===== config.mk =====
export PLATFORM = sky130hd
export DESIGN_NAME = uart_rx18
export DESIGN_NICKNAME = d
export VERILOG_FILES = /design/src/rtl/uart_rx18.sv
export SDC_FILE = /design/constraint.sdc
export NUM_CORES = 1
export LEC_CHECK = 0
export ABC_AREA = 1
export ABC_CLOCK_PERIOD_IN_PS = 3500
export CAP_MARGIN = 20
export CORE_MARGIN = 8
export CORE_UTILIZATION = 40
export CTS_CLUSTER_SIZE = 25
export DETAILED_ROUTE_END_ITERATION = 7
export SLEW_MARGIN = 25
export SYNTH_ARGS = -nofsm -noshare
export SYNTH_HDL_FRONTEND = slang
export SYNTH_SLANG_ARGS = --single-unit

===== constraint.sdc =====
create_clock -name sys_clk -period 3.5 [get_ports sys_clk]
set_clock_uncertainty 0.2 [all_clocks]
set_input_delay 0.7 -clock sys_clk [delete_from_list [all_inputs] [get_ports sys_clk]]
set_output_delay 0.7 -clock sys_clk [all_outputs]
set_load 0.005 [all_outputs]

===== src/rtl/uart_rx18.sv =====
// uart_rx18: UART frame receiver (start, DATA_BITS data LSB first, stop) with a valid/ack output.
// Build option: define UART_RX_MAJORITY_EN for a 2-of-3 majority vote on every bit decision.

module uart_rx18 #(
  parameter int CLKS_PER_BIT = 576,
  parameter int DATA_BITS    = 18
) (
  input  logic                 sys_clk,
  input  logic                 sys_reset,
  input  logic                 uart_rxd,
  input  logic                 rd_ack,
  output logic [DATA_BITS-1:0] out_data,
  output logic                 out_valid,
  output logic                 rx_busy,
  output logic                 frame_err,
  output logic                 overrun
);

  localparam int CNT_W = $clog2(CLKS_PER_BIT);
  localparam int IDX_W = $clog2(DATA_BITS);

  localparam logic [CNT_W-1:0] HALF_LAST = CNT_W'(CLKS_PER_BIT / 2 - 1);
  localparam logic [CNT_W-1:0] BIT_LAST  = CNT_W'(CLKS_PER_BIT - 1);
  localparam logic [IDX_W-1:0] IDX_LAST  = IDX_W'(DATA_BITS - 1);

  typedef enum logic [1:0] {
    S_IDLE,
    S_START,
    S_DATA,
    S_STOP
  } state_t;

  state_t                 r_state;
  state_t                 w_state_next;
  logic [CNT_W-1:0]       r_clk_cnt;
  logic [CNT_W-1:0]       w_clk_cnt_next;
  logic [IDX_W-1:0]       r_bit_idx;
  logic [IDX_W-1:0]       w_bit_idx_next;
  logic [DATA_BITS-1:0]   r_shift;
  logic [DATA_BITS-1:0]   w_shift_next;
  logic [DATA_BITS-1:0]   r_out_data;
  logic [DATA_BITS-1:0]   w_out_data_next;
  logic                   r_out_valid;
  logic                   w_out_valid_next;
  logic                   r_rx_busy;
  logic                   r_frame_err;
  logic                   w_frame_err_next;
  logic                   r_overrun;
  logic                   w_overrun_next;

  logic                   r_sync1;
  logic                   r_sync2;
  logic                   r_rxd_d;
  logic                   w_fall;
  logic                   w_bit;

  // Two-flop synchroniser plus one delay flop for falling-edge detection; all idle high.
  always_ff @(posedge sys_clk or posedge sys_reset) begin
    if (sys_reset) begin
      r_sync1 <= 1'b1;
      r_sync2 <= 1'b1;
      r_rxd_d <= 1'b1;
    end else begin
      // NOTE: non-blocking assignments make each flop take the old value of the
      // previous one, which is what builds a shift chain rather than a wire.
      r_sync1 <= uart_rxd;
      r_sync2 <= r_sync1;
      r_rxd_d <= r_sync2;
    end
  end

  assign w_fall = r_rxd_d & ~r_sync2;

`ifdef UART_RX_MAJORITY_EN
  logic [3:0] r_hist;

  // r_hist[1] is rxd_s two cycles ago, r_hist[3] four cycles ago.
  always_ff @(posedge sys_clk or posedge sys_reset) begin
    if (sys_reset) begin
      r_hist <= '1;
    end else begin
      r_hist <= {r_hist[2:0], r_sync2};
    end
  end

  assign w_bit = (r_sync2 & r_hist[1]) | (r_sync2 & r_hist[3]) | (r_hist[1] & r_hist[3]);
`else
  assign w_bit = r_sync2;
`endif

  always_comb begin
    // NOTE: every signal gets a default before the case so no path leaves one
    // unassigned, which would otherwise infer a latch.
    w_state_next     = r_state;
    w_clk_cnt_next   = r_clk_cnt;
    w_bit_idx_next   = r_bit_idx;
    w_shift_next     = r_shift;
    w_out_data_next  = r_out_data;
    w_out_valid_next = r_out_valid;
    w_frame_err_next = 1'b0;
    w_overrun_next   = 1'b0;

    if (r_out_valid && rd_ack) begin
      w_out_valid_next = 1'b0;
    end

    case (r_state)
      S_IDLE: begin
        if (w_fall) begin
          w_state_next   = S_START;
          w_clk_cnt_next = '0;
        end
      end

      S_START: begin
        if (r_clk_cnt == HALF_LAST) begin
          w_clk_cnt_next = '0;
          if (!w_bit) begin
            w_state_next   = S_DATA;
            w_bit_idx_next = '0;
          end else begin
            w_state_next = S_IDLE;
          end
        end else begin
          w_clk_cnt_next = r_clk_cnt + CNT_W'(1);
        end
      end

      S_DATA: begin
        if (r_clk_cnt == BIT_LAST) begin
          w_shift_next[r_bit_idx] = w_bit;
          w_clk_cnt_next          = '0;
          w_bit_idx_next          = r_bit_idx + IDX_W'(1);
          if (r_bit_idx == IDX_LAST) begin
            w_state_next = S_STOP;
          end
        end else begin
          w_clk_cnt_next = r_clk_cnt + CNT_W'(1);
        end
      end

      S_STOP: begin
        if (r_clk_cnt == BIT_LAST) begin
          w_state_next   = S_IDLE;
          w_clk_cnt_next = '0;
          if (w_bit) begin
            // A load beats a coincident ack; overrun only if the old frame was never taken.
            w_out_data_next  = r_shift;
            w_out_valid_next = 1'b1;
            w_overrun_next   = r_out_valid & ~rd_ack;
          end else begin
            w_frame_err_next = 1'b1;
          end
        end else begin
          w_clk_cnt_next = r_clk_cnt + CNT_W'(1);
        end
      end

      default: begin
        w_state_next = S_IDLE;
      end
    endcase
  end

  always_ff @(posedge sys_clk or posedge sys_reset) begin
    if (sys_reset) begin
      r_state     <= S_IDLE;
      r_clk_cnt   <= '0;
      r_bit_idx   <= '0;
      // NOTE: the assembly register is reset too, so an aborted frame leaves no
      // stale bits behind and post-reset behaviour is fully deterministic.
      r_shift     <= '0;
      r_out_data  <= '0;
      r_out_valid <= 1'b0;
      r_rx_busy   <= 1'b0;
      r_frame_err <= 1'b0;
      r_overrun   <= 1'b0;
    end else begin
      r_state     <= w_state_next;
      r_clk_cnt   <= w_clk_cnt_next;
      r_bit_idx   <= w_bit_idx_next;
      r_shift     <= w_shift_next;
      r_out_data  <= w_out_data_next;
      r_out_valid <= w_out_valid_next;
      r_rx_busy   <= (w_state_next != S_IDLE);
      r_frame_err <= w_frame_err_next;
      r_overrun   <= w_overrun_next;
    end
  end

  assign out_data  = r_out_data;
  assign out_valid = r_out_valid;
  assign rx_busy   = r_rx_busy;
  assign frame_err = r_frame_err;
  assign overrun   = r_overrun;

endmodule


After elaboration in Yosys (flattened, before gate mapping)
Index checks and enable logic that the tools add are counted.

Word-level logic and storage cells: 67. Register bits after elaboration: 60. Input port bits: 4. Output and inout bits: 22.

Add/subtract/negate cells: 2. Bitwise operators: 4. Magnitude comparators: 2. Eq/ne operators: 10. Reduce and logical (&&, ||, !) cells: 9. Mux-type cells: 28.

Operator list (count): $mux W10 (3); $pmux W10 S3 (1); $bwmux W18 (1); $mux W5 (3); $mux W2 (6); $mux W1 (11); $add A10 B1 Y10 const B (1); $eq A10 B10 Y1 const B (1); $eq A10 B9 Y1 const B (1); $pmux W5 S2 (1); $ne A2 B2 Y1 const B (4); $pmux W2 S4 (1); $lt A5 B6 Y1 const B (1); $add A5 B1 Y5 const B (1); $demux W1 S5 (1); $eq A5 B5 Y1 const B (1); $ge A5 B1 Y1 const B (1); $eq A2 B2 Y1 const B (2); $reduce_and A4 Y1 (1); $reduce_bool A2 Y1 (2); $reduce_and A3 Y1 (1); $and A1 B1 Y1 (2); $eq A2 B1 Y1 const B (1); $logic_and A1 B1 Y1 (2); 4 further kinds (5).

Logic depth before layout (Yosys ltp)
Gate-level depths: netlist of the first run.

Word-level depth: 5. Mapped depth: 11. Mapped depth without buffers: 11.

Least setup slack after synthesis of the first run
Ideal clock, no wire load.

Path kind: register -> register. Start point: register r_clk_cnt[0]. End point: register r_out_data[11], in the netlist out_data[11]. Setup time: 0.119 ns. Data arrival time: 1.444 ns. Path buffers: 1. Clock period less this slack: 1.763 ns. Data required time: 3.181 ns. Path slack: 1.737 ns. Stages on the path, launching flop included: 10. Cells stage by stage: dfrtp_1 ha_1 nand2_2 nor2_4 nand2_4 nor2_8 nand4_4 buf_6 nor2_2 a21oi_2.

Word-level cells in the longest chain between the ends: 2.

Ends and longest elaborated chain: start: declaration (line 35) `logic [CNT_W-1:0] r_clk_cnt;`; start signal: assignment (line 180) `r_clk_cnt <= w_clk_cnt_next;`; $eq A10 B10 Y1 (line 143) `if (r_clk_cnt == BIT_LAST) begin`; $reduce_and A3 Y1 (no source line); end signal: assignment (line 183) `r_out_data <= w_out_data_next;`; end: declaration (line 41) `logic [DATA_BITS-1:0] r_out_data;`.

No other way between the ends. A chain may end at the register's enable or synchronous reset.

Worst setup path after layout of the first run
Start point: register r_clk_cnt[0]. End point: register r_out_data[4], in the netlist out_data[4].

The elaborated chain is that of the path after synthesis.

==> results.md, run 1 <==
* Final min period at 2330 ps
* Clock Path Buffers at 2
* Diodes inserted at 0
* Peak supply drop at 0.000158 V
* CP Capture Type: flop
* Final period util at approximately 67%
* DR vias at between 2000 and 2500
* First-pass GRT wire length at approximately 9500 um
* Yosys reg bits at 60
* Resized cells post-CTS at 0
* Pwr/cell area at about 500 nW/um2
* CTS root buf: clkbuf_8
* Cell count after synthesis at 314
* Critical Path AT at approximately 2300 ps
* Layout cells sized above 1 at between 10% and 20%
* DRT Pass-1 Iters at 4
* Die width at 101 um
* HP Class: flop to flop
* Worst EP required at around 3500 ps
* Setup TNS at 0 ps
* CTS tree: built
* Critical Path Source: r_clk_cnt[0]
* YS warnings at 0
* WS Path Type: flop to flop
* Clk sinks at 60
* Static Leak at 1.55 nW
* Gpl congestion at 0.871
* Distinct cells, synth at 29
* Syn Std Cell Area at roughly 2900 um2
* Vias per cell at between 4 and 5
* Pin count of the biggest net entering global routing at 38
* Total GRT Usage at about an eighth
* DRC errors left at 0
* Hold path start: r_sync1
* Worst skew pair latency at about 340 ps
* Antenna violations before repair at 0
* Total power at 1.68 mW
* Final Cell Area at around 3400 um2
* Die area at between 10000 and 15000 um2
* Fin worst setup slack at approximately 1200 ps
* # rows at 31
* Routed len/inst at approximately 12 um
* Starting Density at 40.4%
* RSZ-0062 raised after global routing: false
* Core area at between 7000 and 8000 um2
* Count of final setup violators at 0
* Fin Hold WS at about 160 ps
* Worst-path clk slew at approximately 70 ps
* Mapped Avg Cell Area at a little over 9 um2
* Max transition margin at about half
* Syn_nets at 323
* Achievable frequency at ~430 MHz
* FF-to-FF Start: r_clk_cnt[0]
* Die height at between 100 and 150 um
* Routed wire length at around 5400 um
* Worst-Margin Slew at between 700 and 800 ps
* Layout area overhead at 19.3%
* Global route overflow at 0
* Max cap viols at 0
* Status: finished clean
* Final hold vios at 0
* Max-slew violations at 0
* Post-synthesis sequential area ratio at 52.5%
* Routed Antenna Nets at 0
* Crit path max fanout at 37
* DR iter-0 viols at between 100 and 150
* H-tree Lvls at 3
* Pre-CTS setup slack at 1120 ps
* HPWL Detailed at 3890 um
* Hold buffers post-CTS at 0
* Startpoint types: flop
* CTS Buf Count at 9
* Fin nets at between 300 and 400
* Port Buf Inserts at 25
* Postcts setup bufs at 0
* Vias in the first global route at 2005
* Area after DPL at ~3200 um2
* I/O Pins at 26
layout make-up:
class	count	area (um2)
clock inverters	7	101
flip-flops and latches	60	1510
well taps	99	124
multi-input cells	201	1130
clock buffers	9	124
inverters	45	169
fillers	698	3680
repair buffers	27	265
critical path, stage by stage, from the launching register on:
cell and delay [ps]:
dfrtp_1 410, ha_1 220, nand2_2 90, nor2_4 140
nand2_4 90, nor2_8 120, nand4_4 550, nor2_1 330
a21oi_2 40
worst paths after layout:
path                       slack, ps     endpoint  cells after the start
max in group asynchronous       1900      r_sync2                      3
min                              160      r_sync2                      0
min reg2reg                      160      r_sync2                      0
max reg2reg                     1170  out_data[4]                      8
max                             1170  out_data[4]                      8
min in group asynchronous        510    out_valid                      2
per-layer routing:
metal  track usage [%]  part of all wire, %
met1              16.1                   50
met5                 0                    0
met4              4.77                  1.5
met3              4.01                  6.8
met2              16.9                   42
synthesized netlist by cell type:
| library cell | instances | share of area, % |
|---|---|---|
| buf_2 | 1 | 0.17 |
| nand3_1 | 29 | 5.1 |
| o21ai_1 | 26 | 4.5 |
| nand3b_1 | 1 | 0.26 |
| a21oi_2 | 18 | 5.5 |
| dfstp_2 | 3 | 2.7 |
| nor2_4 | 3 | 1.2 |
| ha_1 | 5 | 2.2 |
| xor2_1 | 3 | 0.92 |
| dfrtp_1 | 57 | 50 |
| o21ai_0 | 7 | 1.2 |
| clkbuf_1 | 3 | 0.39 |
| nor3_1 | 5 | 0.87 |
| o22ai_1 | 3 | 0.65 |
| nand2_4 | 1 | 0.39 |
| a22o_1 | 2 | 0.61 |
| inv_2 | 7 | 0.92 |
| nand4_4 | 1 | 0.74 |
| nor2_2 | 12 | 2.6 |
| nand2_1 | 57 | 7.5 |
| nand4_1 | 3 | 0.65 |
| inv_1 | 38 | 5.0 |
| buf_6 | 4 | 1.6 |
| nor2_8 | 1 | 0.70 |
| nor2_1 | 19 | 2.5 |
| o211ai_1 | 1 | 0.26 |
| o21bai_1 | 2 | 0.52 |
| nand2_2 | 1 | 0.22 |
| nand4_2 | 1 | 0.44 |
per-stage QoR:
stage / utilization (%) / cells
4_1_cts: 48.2 / 448
3_5_place_dp: 45.0 / 432
6_report: 48.2 / 448
5_1_grt: 48.2 / 448
2_1_floorplan: - / 314
3_3_place_gp: 45.0 / 432
sequential cells by signal (all words and copies together) (netlist names):
signal,count
out_data,18
r_bit_idx,5
r_state,2
r_rxd_d,1
r_shift,18
overrun,1
rx_busy,1
frame_err,1
r_sync2,1
out_valid,1
r_sync1,1
r_clk_cnt,10
kinds of logic (layout without fill, tap and decap cells):
| kind of cell | Yosys count | after routing | synth area share, % |
|---|---|---|---|
| DFF | 60 | 60 | 52.5 |
| adders and majority gates | 5 | 5 | 2.18 |
| buffers and inverters | 53 | 88 | 8.03 |
| and+or+nand+nor | 134 | 134 | 23.1 |
| xor gates and xnor gates | 3 | 3 | 0.916 |
| AOI/OAI and AO/OA | 59 | 59 | 13.3 |
power breakdown:
part	switching [mW]	total [mW]	leakage, nW	internal [mW]
Combinational	0.122	0.198	0.646	0.0764
Sequential	0.0530	0.792	0.800	0.739
Clock	0.288	0.692	0.106	0.404
layout by cell type (no fill, tap or decap), drive strengths merged, types with 3 or more instances in the layout:
cell            n
nor2           35
nand4           5
ha              5
nor3            5
dfstp           3
o21ai          33
clkbuf          9
o22ai           3
clkdlybuf4s50  25
inv            45
nand2          59
nand3          29
xor2            3
clkinv          3
a21oi          18
dfrtp          57
(Power assumes the default switching activity.)
==> run 2: changes to the inputs <==
--- a/config.mk
+++ b/config.mk
@@ -6,7 +6,7 @@
 export NUM_CORES = 1
 export LEC_CHECK = 0
 export ABC_AREA = 1
-export ABC_CLOCK_PERIOD_IN_PS = 3500
+export ABC_CLOCK_PERIOD_IN_PS = 2009
 export CAP_MARGIN = 20
 export CORE_MARGIN = 8
 export CORE_UTILIZATION = 40
==> constraint.sdc (replaced) <==
create_clock -name sys_clk -period 2.01 [get_ports sys_clk]
set_clock_uncertainty 0.2 [all_clocks]
set_input_delay 0.402 -clock sys_clk [delete_from_list [all_inputs] [get_ports sys_clk]]
set_output_delay 0.402 -clock sys_clk [all_outputs]
set_load 0.005 [all_outputs]
==> run 2 against run 1 <==
- die area unchanged
- critical path depth up 1
- largest cell class unchanged
- clock-buffer cell count up 2
- critical endpoint is now out_data[5]
- global-route usage down 0.058 points
- largest power group unchanged
- utilization up 0.86 points
- sequential share of layout area down 0.77 points
==> results.md, run 2 (synthesized netlist as in run 1, its figures left out) <==
* Final min period at approximately 1900 ps
* Pre-CTS setup slack at 70.5 ps
* Fin worst setup slack at between 150 and 200 ps
* H-tree Lvls at 3
* First-pass GRT wire length at between 9000 and 10000 um
* Switching part of the total power at about 28%
* Gate power share at 12.6%
* Flop-to-flop setup slack at about 160 ps
* HP Class: flop to flop
* Total GRT Usage at a little under an eighth
* Setup TNS at 0 ps
* Die area at ~10000 um2
* Post-route insts no fill at 452
* Final period util at between 90% and 100%
* Port Buf Inserts at 25
* Starting Density at 40.4%
* Fill cells at 685
* Vias per cell at between 4 and 5
* Vias in the first global route at roughly 2100
* Fin nets at between 300 and 400
* Hold path start: r_sync1
* Share of power burned in registers at approximately 48%
* Crit path max fanout at 37
* Die height at roughly 100 um
* # rows at 31
* Antenna violations before repair at 0
* R2R depth at 9
* Routed len/inst at approximately 12 um
* CP max stage delay at roughly 380 ps
* DR iter-0 viols at 119
* Global route overflow at 0
* WS Path Type: flop to flop
* Buffers & Inverters on Critical Path at 1
* Total power at around 2.9 mW
* Core area at 7100 um2
* Clk sinks at 60
* Max-slew violations at 0
* Startpoint types: flop
* Crit-path leading delay family: simple AND/OR/NAND/NOR gates
* CTS Buf Count at 9
* Layout area overhead at 21.4%
* HPWL Detailed at ~3700 um
* CP Capture Type: flop
* Worst EP required at between 2000 and 2500 ps
* Achievable frequency at ~540 MHz
* Final Core Density at about 50%
* Static Leak at 1.58 nW
* Status: finished clean
* Most frequent cells in the layout: dfrtp_1, nand2_1, inv_1
* Pin count of the biggest net entering global routing at 61
* DP Cell Count at around 440
* Worst-path clk slew at around 70 ps
* Die width at ~100 um
* Max transition margin at approximately 72%
* Count of final setup violators at 0
* NetSw at approximately 0.8 mW
* Gpl congestion at 0.815
* Peak supply drop at about 0.00048 V
* DR vias at between 2000 and 2500
* Pwr/cell area at between 800 and 900 nW/um2
* Crit-path slowest cell: dfrtp_1
* Fin Hold WS at between 150 and 200 ps
* CTS tree: built
* Max cap viols at 0
* Critical Path AT at between 1500 and 2000 ps
* Worst-Margin Slew at between 400 and 500 ps
* I/O Pins at 26
* Final hold vios at 0
* Hold Path Depth at 0
* Final Cell Area at between 3000 and 4000 um2
* Routed Antenna Nets at 0
* CTS root buf: clkbuf_8
* Routed wire length at 5370 um
* Hold worst-path end: r_sync2
* Crit Reg-Reg Endpoint: out_data[5]
* Commonest non-fill, non-tap cell in the layout: dfrtp_1
* Clock Path Buffers at 2
* Internal at slightly above 2 mW
* Layout cells sized above 1 at roughly a fifth
* Cell breakdown of the critical path: ha_2 -> nand2_2 -> nor2_4 -> nand2_4 -> nor2_8 -> nand4_4 -> buf_12 -> nor2_1 -> a21oi_2
* DRC errors left at 0
* Worst skew pair latency at 340 ps
* Area after DPL at ~3200 um2
* Clock power share at between 30% and 40%
* DRT Pass-1 Iters at 4
* Diodes inserted at 0
* FF-to-FF Start: r_clk_cnt[1]
run 2: worst max-delay path by stage:
stage,start,end,slack [ps],depth (start not counted)
after floorplan,r_clk_cnt[0],out_data[11],250,9
after global placement,r_clk_cnt[1],r_shift[7],100,8
after detailed placement,r_clk_cnt[1],r_shift[7],70,8
after CTS,r_clk_cnt[1],r_shift[7],60,8
after global routing,r_clk_cnt[1],r_shift[5],-1,9
final,r_clk_cnt[1],out_data[5],160,9
run 2: layout make-up:
class	count	area, um2	share of cell area (%)
clock buffers	11	151	4.35
well taps	99	124	3.56
clock inverters	5	58.8	1.69
flip-flops and latches	60	1510	43.2
multi-input cells	201	1140	32.7
inverters	45	173	4.96
repair buffers	31	333	9.56
run 2: power groups by stage:
stage | Clock [mW] | Combinational [mW] | Sequential, mW
2_1_floorplan | 0 | 0.296 | 1.37
3_3_place_gp | 0 | 0.353 | 1.39
3_5_place_dp | 0 | 0.367 | 1.39
4_1_cts | 1.16 | 0.364 | 1.37
5_1_grt | 1.21 | 0.418 | 1.38
6_report | 1.13 | 0.360 | 1.37
run 2: repair_timing:
| item | in CTS | in global routing |
|---|---|---|
| gates resized for setup | 0 | 2 |
| hold buffers | 0 | 0 |
| buffers inserted | 0 | 1 |
| setup endpoints to repair | 0 | 24 |
| hold endpoints to repair | 0 | 0 |
run 2: metal layers:
layer	track usage [%]	up-vias	share of wire, %
met2	18.2	24	46
met5	0	-	0
met4	5.23	0	1.6
li1	-	1086	-
met1	14.8	974	48
met3	3.87	10	4.5
==> run 3: changes to the inputs <==
--- a/config.mk
+++ b/config.mk
@@ -7,11 +7,12 @@
 export LEC_CHECK = 0
 export ABC_AREA = 1
 export ABC_CLOCK_PERIOD_IN_PS = 2009
-export CAP_MARGIN = 20
+export CAP_MARGIN = 15
 export CORE_MARGIN = 8
-export CORE_UTILIZATION = 40
+export CORE_UTILIZATION = 51
 export CTS_CLUSTER_SIZE = 25
 export DETAILED_ROUTE_END_ITERATION = 7
+export PLACE_DENSITY = 0.75
 export SLEW_MARGIN = 25
 export SYNTH_ARGS = -nofsm -noshare
 export SYNTH_HDL_FRONTEND = slang
==> run 3 against run 2 <==
- die area decreased by 18%
- flip-flop and latch count unchanged
- non-clock buffer count did not move
- global-route usage up 2.9 points
- power up 2.9%
- via count rose by 3.5%
- final area decreased by 0.14%
- setup slack got worse by 4.8 ps
- sequential share of layout area up 0.062 points
- critical path depth did not move
- combinational power increased by 6.9%
- utilization increased by 14 points
- largest power group unchanged
==> results.md, run 3 (synthesized netlist as in run 1, its figures left out) <==
* Worst skew pair latency at roughly 330 ps
* CTS Buf Count at 9
* DR iter-0 viols at 109
* Worst-path clk slew at around 70 ps
* Max transition margin at a little under three quarters
* Startpoint types: flop
* Worst-Margin Slew at ~430 ps
* Most frequent cells in the layout: dfrtp_1, nand2_1, inv_1
* Layout area overhead at 21.2%
* Routed Antenna Nets at 0
* Peak supply drop at ~0.00075 V
* Clk sinks at 60
* Routed len/inst at between 10 and 15 um
* RSZ-0062 raised after global routing: false
* Vias per cell at just over 5
* Worst EP required at slightly above 2000 ps
* Die width at just over 90 um
* Pin count of the biggest net entering global routing at between 60 and 70
* Fin Hold WS at roughly 160 ps
* Commonest non-fill, non-tap cell in the layout: dfrtp_1
* CTS tree: built
* Hold path start: r_sync1
* WS Path Type: flop to flop
* Die area at roughly 8300 um2
* DR vias at between 2000 and 2500
* Hold Path Depth at 0
* DRC errors left at 0
* Core area at 5470 um2
* Total power at between 2 and 3 mW
* HP Class: flop to flop
* FF-to-FF Start: r_clk_cnt[1]
* Fin nets at about 360
* # rows at 27
* Status: finished clean
* Final hold vios at 0
* Gpl congestion at 0.846
* Count of final setup violators at 0
* Hold worst-path end: r_sync2
* Fill cells at ~460
* R2R depth at 9
* CP Capture Type: flop
* Die height at roughly 91 um
* Global route overflow at 0
* Critical Path AT at about 1900 ps
* CTS root buf: clkbuf_8
* Vias in the first global route at around 2200
* Routed wire length at between 5000 and 6000 um
* Crit Reg-Reg Endpoint: r_shift[0]
* Starting Density at between 50% and 60%
* Port Buf Inserts at 25
* Max cap viols at 0
* HPWL Detailed at approximately 3700 um
* Achievable frequency at 538 MHz
* Final min period at about 1900 ps
* Final period util at 92.5%
* Layout cells sized above 1 at approximately 22%
* Diodes inserted at 0
* H-tree Lvls at 3
* Clock Path Buffers at 2
* Static Leak at ~1.6 nW
* DRT Pass-1 Iters at 4
* Pwr/cell area at between 800 and 900 nW/um2
* I/O Pins at 26
* Antenna violations before repair at 0
* Flop-to-flop setup slack at between 150 and 200 ps
* Crit path max fanout at 17
* Max-slew violations at 0
* Total GRT Usage at between 10% and 20%
* First-pass GRT wire length at about 10000 um
-- run 3: changes by cell type in the layout (fill, tap and decap cells not counted), sizes merged --
cell	before	now
clkinv	1	3
clkinvlp	3	1
bufinv	1	2
inv	45	44
-- run 3: worst max path at each step --
stage | startpoint | endpoint | slack (ps) | cells after the start
floorplan | r_clk_cnt[0] | out_data[11] | 250 | 9
global placement | r_clk_cnt[0] | r_shift[5] | 120 | 8
detailed placement | r_clk_cnt[0] | r_shift[0] | -2 | 8
CTS | r_clk_cnt[0] | r_bit_idx[2] | 80 | 10
global route | r_clk_cnt[1] | r_shift[0] | 3 | 9
finish | r_clk_cnt[1] | r_shift[0] | 150 | 9
-- run 3: worst max-delay path: stages, from the launching register on --
cell,delay (ps)
dfrtp_1,430
ha_4,170
nand2_2,70
nor2_4,140
nand4_2,160
nor2_4,170
buf_12,150
nand3_1,100
nand2_1,90
o21ai_1,70
-- run 3: repair_timing --
item | in CTS | in global routing
resized for setup | 0 | 8
hold buffers | 0 | 0
pin swaps | 1 | 0
setup buffers | 1 | 1
setup endpoints to repair | 1 | 41
-- run 3: layout make-up --
type | count | area (um2) | share of cell area (%)
inverter | 45 | 173 | 4.97
tap | 72 | 90.1 | 2.59
clock inverter | 5 | 75.1 | 2.16
clock buffer | 11 | 141 | 4.07
timing repair buffer | 31 | 333 | 9.57
multi-input combinational | 201 | 1160 | 33.4
sequential | 60 | 1510 | 43.3
-- run 3: power by group --
group / leakage, nW / internal (mW) / switching, mW / total [mW]
clock: 0.113 / 0.726 / 0.453 / 1.18
combinational: 0.675 / 0.155 / 0.230 / 0.385
sequential: 0.800 / 1.29 / 0.0958 / 1.38
-- run 3: through the flow --
step                      instance area [um2]  setup TNS, ps  std cells  worst slack, ps  util (%)
after detailed placement                 3210          -1.61        407            -1.61      58.6
after global placement                   3210              0        407              117      58.6
after global routing                     3480              0        425             3.03      63.5
after floorplan                          2870              0        314              247         -
after CTS                                3440              0        424             79.6      62.9
final                                    3480              0        425              151      63.5
-- run 3: per-layer routing --
| layer | track usage (%) | wire length, um |
|---|---|---|
| met2 | 25.5 | 2850 |
| met3 | 5.35 | 260 |
| met1 | 15.6 | 2300 |
| met5 | 0 | 0 |
| met4 | 7.37 | 44 |
